File: src/rtl/prg_ray_slot_alloc.sv
// Ray-slot allocator: tags PRG rays with free ray IDs, recycles retired IDs.
// Keeps a pixelID per slot so retires can report which pixel finished.
package prg_pkg;
  typedef logic [15:0] pixelID_t;
  typedef struct packed {
    logic [31:0] origin;
    logic [31:0] dir;
    pixelID_t    pixelID;
  } prg_ray_t;
endpackage

module prg_ray_slot_alloc
  import prg_pkg::*;
#(
  parameter int NUM_SLOTS = 16,
  parameter int ID_W = $clog2(NUM_SLOTS)
) (
  input  logic                 clk,
  input  logic                 rst,
  input  logic                 prg_valid,
  input  prg_ray_t             prg_data,
  output logic                 prg_stall,
  output logic                 sh_valid,
  output prg_ray_t             sh_data,
  output logic [ID_W-1:0]      sh_rayID,
  input  logic                 sh_stall,
  input  logic                 ret_valid,
  input  logic [ID_W-1:0]      ret_rayID,
  output logic                 ret_pix_valid,
  output pixelID_t             ret_pixelID,
  output logic [ID_W:0]        num_free,
  output logic                 err
);

  typedef enum logic {INIT, RUN} state_t;

  localparam logic [ID_W-1:0] LAST = ID_W'(NUM_SLOTS - 1);
  localparam logic [ID_W-1:0] INC  = ID_W'(1);
  localparam logic [ID_W:0]   ONE  = (ID_W+1)'(1);

  state_t               state;
  logic [ID_W-1:0]      init_cnt;
  logic [ID_W-1:0]      head;
  logic [ID_W-1:0]      tail;
  logic [NUM_SLOTS-1:0] in_use;
  logic [ID_W-1:0]      free_list [NUM_SLOTS];
  pixelID_t             pix_tab [NUM_SLOTS];

  logic            xfer;
  logic            ret_ok;
  logic            ret_bad;
  logic [ID_W-1:0] pop_id;

  assign pop_id    = free_list[head];
  assign prg_stall = (state != RUN) | (num_free == '0)
                   | (sh_valid & sh_stall);
  assign xfer      = prg_valid & ~prg_stall;
  assign ret_ok    = (state == RUN) & ret_valid & in_use[ret_rayID];
  assign ret_bad   = ret_valid & ~ret_ok;

  // Storage arrays: contents are rebuilt by INIT, so no reset needed.
  always_ff @(posedge clk) begin
    if (state == INIT)
      free_list[init_cnt] <= init_cnt;
    else if (ret_ok)
      free_list[tail] <= ret_rayID;
    if (xfer)
      pix_tab[pop_id] <= prg_data.pixelID;
  end

  always_ff @(posedge clk or negedge rst) begin
    if (!rst) begin
      state         <= INIT;
      init_cnt      <= '0;
      head          <= '0;
      tail          <= '0;
      in_use        <= '0;
      num_free      <= '0;
      sh_valid      <= 1'b0;
      sh_data       <= '0;
      sh_rayID      <= '0;
      ret_pix_valid <= 1'b0;
      ret_pixelID   <= '0;
      err           <= 1'b0;
    end else begin
      err           <= err | ret_bad;
      ret_pix_valid <= ret_ok;
      unique case (state)
        INIT: begin
          init_cnt <= init_cnt + INC;
          num_free <= num_free + ONE;
          if (init_cnt == LAST)
            state <= RUN;
        end
        RUN: begin
          if (xfer) begin
            head           <= head + INC;
            in_use[pop_id] <= 1'b1;
          end
          if (ret_ok) begin
            tail              <= tail + INC;
            in_use[ret_rayID] <= 1'b0;
            ret_pixelID       <= pix_tab[ret_rayID];
          end
          unique case ({xfer, ret_ok})
            2'b10:   num_free <= num_free - ONE;
            2'b01:   num_free <= num_free + ONE;
            default: num_free <= num_free;
          endcase
        end
        default: state <= INIT;
      endcase
      if (xfer) begin
        sh_valid <= 1'b1;
        sh_data  <= prg_data;
        sh_rayID <= pop_id;
      end else if (sh_valid & ~sh_stall) begin
        sh_valid <= 1'b0;
      end
    end
  end

endmodule

File: config.mk
export PLATFORM = sky130hd
export DESIGN_NAME = prg_ray_slot_alloc
export DESIGN_NICKNAME = d
export VERILOG_FILES = /design/src/rtl/prg_ray_slot_alloc.sv
export SDC_FILE = /design/constraint.sdc
export NUM_CORES = 1
export LEC_CHECK = 0
export ABC_AREA = 1
export CORE_UTILIZATION = 56
export CTS_CLUSTER_DIAMETER = 50
export DETAILED_ROUTE_END_ITERATION = 12
export PLACE_DENSITY = 0.79
export SYNTH_ARGS = -nofsm -noshare
export SYNTH_HDL_FRONTEND = slang
export SYNTH_SLANG_ARGS = --single-unit
File: constraint.sdc
create_clock -name clk -period 2.8 [get_ports clk]
set_input_delay 0.84 -clock clk [delete_from_list [all_inputs] [get_ports clk]]
set_output_delay 0.84 -clock clk [all_outputs]
set_load 0.1 [all_outputs]
After elaboration in Yosys (flattened, before gate mapping)
Memories as Yosys holds them, arrays and structs flattened. A register that Yosys moved wholly into a read port is not among the register bits.
Index checks and enable logic that the tools add are counted.
{"block": "word_totals", "register_bits": 121, "ram_bits": 320, "in_bits": 89, "output_inout_bits": 109, "word_cells": 76, "memories": 2}
{"block": "op_classes", "n_addsub": 5, "n_lt_le_gt_ge": 4, "eq_ne": 4, "n_mux": 24, "bitwise": 16, "reduce_logical": 8}
{"memory": "pix_tab", "words": 16, "width": 16, "rd": 1, "rd_ports_with_merged_regs": 1, "write_ports": 1, "line": "47", "source": "pixelID_t pix_tab [NUM_SLOTS];"}
{"memory": "free_list", "words": 16, "width": 4, "rd": 1, "rd_ports_with_merged_regs": 0, "write_ports": 1, "line": "46", "source": "logic [ID_W-1:0] free_list [NUM_SLOTS];"}
{"op": "16-bit 2-to-1 mux", "count": 3}
{"op": "5-bit case mux with 2 select lines", "count": 2}
{"op": "16-bit AND", "count": 1}
{"op": "16-bit NOT", "count": 1}
{"op": "16-bit OR", "count": 1}
{"op": "1-bit 2-to-1 mux", "count": 14}
{"op": "4-bit by 1-bit adder with 4-bit output, second input constant", "count": 3}
{"op": "4-bit by 5-bit less-than comparator with 1-bit output, second input constant", "count": 2}
{"op": "1-bit demux with 4-bit select", "count": 2}
{"op": "4-bit by 1-bit >= comparator with 1-bit output, second input constant", "count": 2}
{"op": "4-bit 2-to-1 mux", "count": 2}
{"op": "1-bit AND", "count": 6}
{"op": "5-bit by 1-bit adder with 5-bit output, second input constant", "count": 1}
{"op": "5-bit logical NOT", "count": 1}
{"op": "5-bit by 1-bit subtractor with 5-bit output, second input constant", "count": 1}
{"op": "1-bit binary-select mux with 4-bit select", "count": 1}
{"op": "4-bit == test, second input constant", "count": 1}
{"op": "1-bit NOT", "count": 4}
{"op": "2-bit AND reduction", "count": 2}
{"op": "4-bit OR reduction", "count": 1}
{"op": "3-bit by 1-bit inequality test with 1-bit output, second input constant", "count": 1}
{"op": "1-bit OR", "count": 3}
{"op": "2-bit by 1-bit == test with 1-bit output, second input constant", "count": 1}
{"op": "2-bit == test, second input constant", "count": 1}
{"op": "3 further kinds", "count": 4}

Longest topological paths before layout
An unclocked memory read counts as a cell.
{"block": "logic_depth", "ltp_word": 10, "depth_mapped": 15}

Worst setup path after synthesis
No wires, ideal clock.
{"block": "synth_path", "path_type": "reg2out", "from": "reg num_free[2]", "to": "out prg_stall", "arrival_ns": 2.165, "required_ns": 1.960, "path_slack_ns": -0.205, "stages_incl_launch_ff": 6, "n_path_buf": 1, "cell_sequence": "dfrtp_1 -> buf_2 -> nor2_1 -> nand2_1 -> or2_2 -> nand2_1"}
{"block": "synth_between", "elab_chain_cells": 3}
{"element": "from (decl)", "line": "31", "source": "output logic [ID_W:0] num_free,"}
{"element": "from (signal assigned)", "line": "91", "source": "num_free <= num_free + ONE;"}
{"element": "from (signal assigned)", "line": "106", "source": "2'b10: num_free <= num_free - ONE;"}
{"element": "from (signal assigned)", "line": "107", "source": "2'b01: num_free <= num_free + ONE;"}
{"element": "5-bit logical NOT", "line": "55", "source": "assign prg_stall = (state != RUN) | (num_free == '0)"}
{"element": "1-bit OR", "line": "55"}
{"element": "1-bit OR", "line": "56", "source": "| (sh_valid & sh_stall);"}
{"element": "to (decl)", "line": "22", "source": "output logic prg_stall,"}
Every way passes these cells.

Worst setup path after layout
{"block": "layout_path", "from": "reg num_free[0]", "to": "out prg_stall"}
The elaborated chain is that of the path after synthesis.

==> impl_metrics.toml <==
[outcome]
outcome = "completed"

[drt]
wl_um = 43700
drt_pass1_iterations = 6
postRouteAntennaNets = 0
vias_per_cell = 5.71
drcViolationCount = 0
wl_per_cell_um = 19.7
num_vias = 12700
drt_iter0_drc = 1322

[worst_setup_path]
critPathMaxStageDelay_ps = 400
required_ps = 1960
crit_fanout = 3
r2r_end = "pix_tab[12][12]$_DFFE_PP_"
start_kind = "flop"
crit_type = "reg2out"
worstRegToRegCells = 11
reg2reg_from = "head[0]$_DFFE_PN0P_"
path_cells = "inv_1, ha_2, nand2_1, or2_2, nand2_2, buf_12"
r2r_slack_ps = 190
critical-path-slowest-cell = "dfrtp_2"
critPathCaptureType = "primary output"
critPathArrivalTime_ps = 1890

[logic_synthesis]
netlist_area_um2 = 18000
synth_most_common_cell = "nand2_1"
synth_nets = 1613
synth_top_area_cell = "edfxtp_1"
synth-warning-count = 0
synth_ff_type = "edfxtp_1"
synth.top_cell.area_share_pct = 53.4
ys_top_cells_by_area = "edfxtp_1 53%, dfrtp_1 19%, nand2_1 10%, a22oi_1 5.3%, nor2_1 1.8%"
ys_types = 33
synthCells = 1519
synth_edf_count = 320
synth_common_cells = "501 x nand2_1, 320 x edfxtp_1, 137 x dfrtp_1"
async_flop_share_pct = 30.0
synth.avg_cell_area_um2 = 11.8
ys_seq_elements = 457
seq_area_frac_synth_pct = 72.5

[clock_tree]
cts_root_buf = "clkbuf_16"
path_clk_slew_ps = 60
clock_latency_ps = 540
cts_inserted_buffers = 45
cts.hold.buffers_added = 0
cts_tree = "yes"
cts_sinks = 457
h-tree-depth = 2
clockBufferDepth = 3

[power_and_ir_drop]
cellLeakagePower_nw = 9.35
pwr_density_cell_nw_per_um2 = 1110
seqPwrFrac_pct = 37.2
p_sw_mw = 10.6
clockPowerShare_pct = 24.2
power_mw = 24.9
irDropWorstVdd_uv = 1100
power.internal_mw = 14.3
comb_power_share_pct = 38.6
switching_share_pct = 42.4

[placed_design]
port_buffers = 197
placedCellCount = 2135
dp_slack_ps = -394
place_congestion = 0.916
dpl_cell_area_um2 = 20900
hpwlAfterDp_um = 27100

[timing]
fin_setup_tns_ps = 0
rsz0062_at_grt = "yes"
finalHoldViolCount = 0
fin_ws_ps = 70.9
worst_pin_slew_ps = 762
clock.fmax_ghz = 0.366
slew_headroom_pct = 49.0
setup_viol = 0
timing.final.crit_share_pct = 97.5
fin_skew_ps = 15.3
holdWs_ps = 238
slew_violations = 0
fin_crit_ps = 2730

[floorplanning]
die_w_um = 181
rows = 65
die_area_um2 = 32800
core_area_um2 = 31600
die_height_um = 181
start_util_pct = 57.0
pin_count = 198

[final_layout]
drive_gt1_share_pct = 16.1
utilization_pct = 70.9
regArea_um2 = 13000
design_area_um2 = 22400
fin_cells = 2220
fin_nets = 1877
syn2layout_area_growth_pct = 24.5
multi_input_area_um2 = 4360
nFillCells = 2062

[grt]
antenna_found_initial = 1
grt_remaining_overflow = 0
grt_max_degree = 89
grt_pass1_vias = 12900
grt.total_usage_pct = 26.9
grt_pass1_wl_um = 68200

[min_path]
hold_class = "in2async"

[run]
cap_violations = 0
## routing by layer
metal	up-vias	global-route usage [%]	wire length [um]
li1	5798	-	-
met1	6154	35.3	17600
met2	609	45.2	21300
met3	106	4.82	3550
met4	0	9.63	1280
met5	-	0	0
## state kept, by name, summed over array words and instances, names as in the netlist, 4 cells and up
name / cells
sh_rayID: 4
in_use: 16
sh_data: 80
ret_pixelID: 16
head: 4
tail: 4
num_free: 5
free_list: 64
pix_tab: 256
init_cnt: 4
## cells by family (layout without fill, tap and decap cells)
group / after synthesis / count (layout) / share of synthesized area [%]
compound gates: 226 / 227 / 8.36
xor+xnor: 13 / 13 / 0.633
flops: 457 / 457 / 72.5
buf+inv: 149 / 446 / 3.53
fa+ha+maj: 5 / 5 / 0.348
other cells: 0 / 1 / 0
simple gates: 669 / 669 / 14.6
## power groups by stage
stage	sequential (mW)	combinational [mW]	clock, mW
3_3_place_gp	9.34	9.38	0
6_report	9.27	9.61	6.02
3_5_place_dp	9.38	9.53	0
5_1_grt	9.38	10.1	6.36
4_1_cts	9.27	9.58	6.09
2_1_floorplan	13.6	2.50	0
## critical path, delay by kind of cell (launching register included)
family	cells	cell delay, ps
flops	1	400
buf+inv	2	250
fa+ha+maj	1	200
simple gates	3	490
## what timing repair did
action / in CTS / in global routing
cloned: 0 / 1
resized for setup: 0 / 4
setup buffers: 1 / 1
pin swaps: 0 / 1
setup endpoints to repair: 1 / 55
## area by class of cell
class | instances | share of cell area [%]
antenna | 1 | 0.0112
clock buffer | 61 | 5.48
clock inverter | 20 | 1.09
inverter | 78 | 1.31
multi-input combinational | 914 | 19.5
sequential | 457 | 58.3
tap | 402 | 2.25
timing repair buffer | 287 | 12.1
## placed cells by master, fill, tap and decap left out, drive strengths merged, types with 3 or more instances in the layout
cell type      netlist  routed
nand2              506     506
edfxtp             320     320
buf                 54     200
dfrtp              137     137
a22oi              128     128
nor2                90      90
clkdlybuf4s50        0      87
inv                 77      79
clkbuf              17      61
nand3               49      49
a21oi               39      39
o21ai               38      39
nor3                18      18
a31oi               16      16
clkinv               1      12
xor2                10      10
bufinv               0       5
ha                   5       5
o211ai               4       4
nand4                4       4
xnor2                3       3
## how the worst max path moves through the flow
stage	startpoint	to	slack (ps)	cells after the start
floorplan	ret_rayID[2]	free_list[0][2]$_DFFE_PP_	-0.2	7
global placement	ret_rayID[0]	free_list[6][0]$_DFFE_PP_	-350	14
detailed placement	ret_rayID[0]	free_list[0][1]$_DFFE_PP_	-390	14
CTS	num_free[1]$_DFFE_PN0P_	prg_stall	20	6
global route	ret_rayID[0]	free_list[9][3]$_DFFE_PP_	-30	16
finish	num_free[0]$_DFFE_PN0P_	prg_stall	70	6
(Power assumes the default switching activity.)
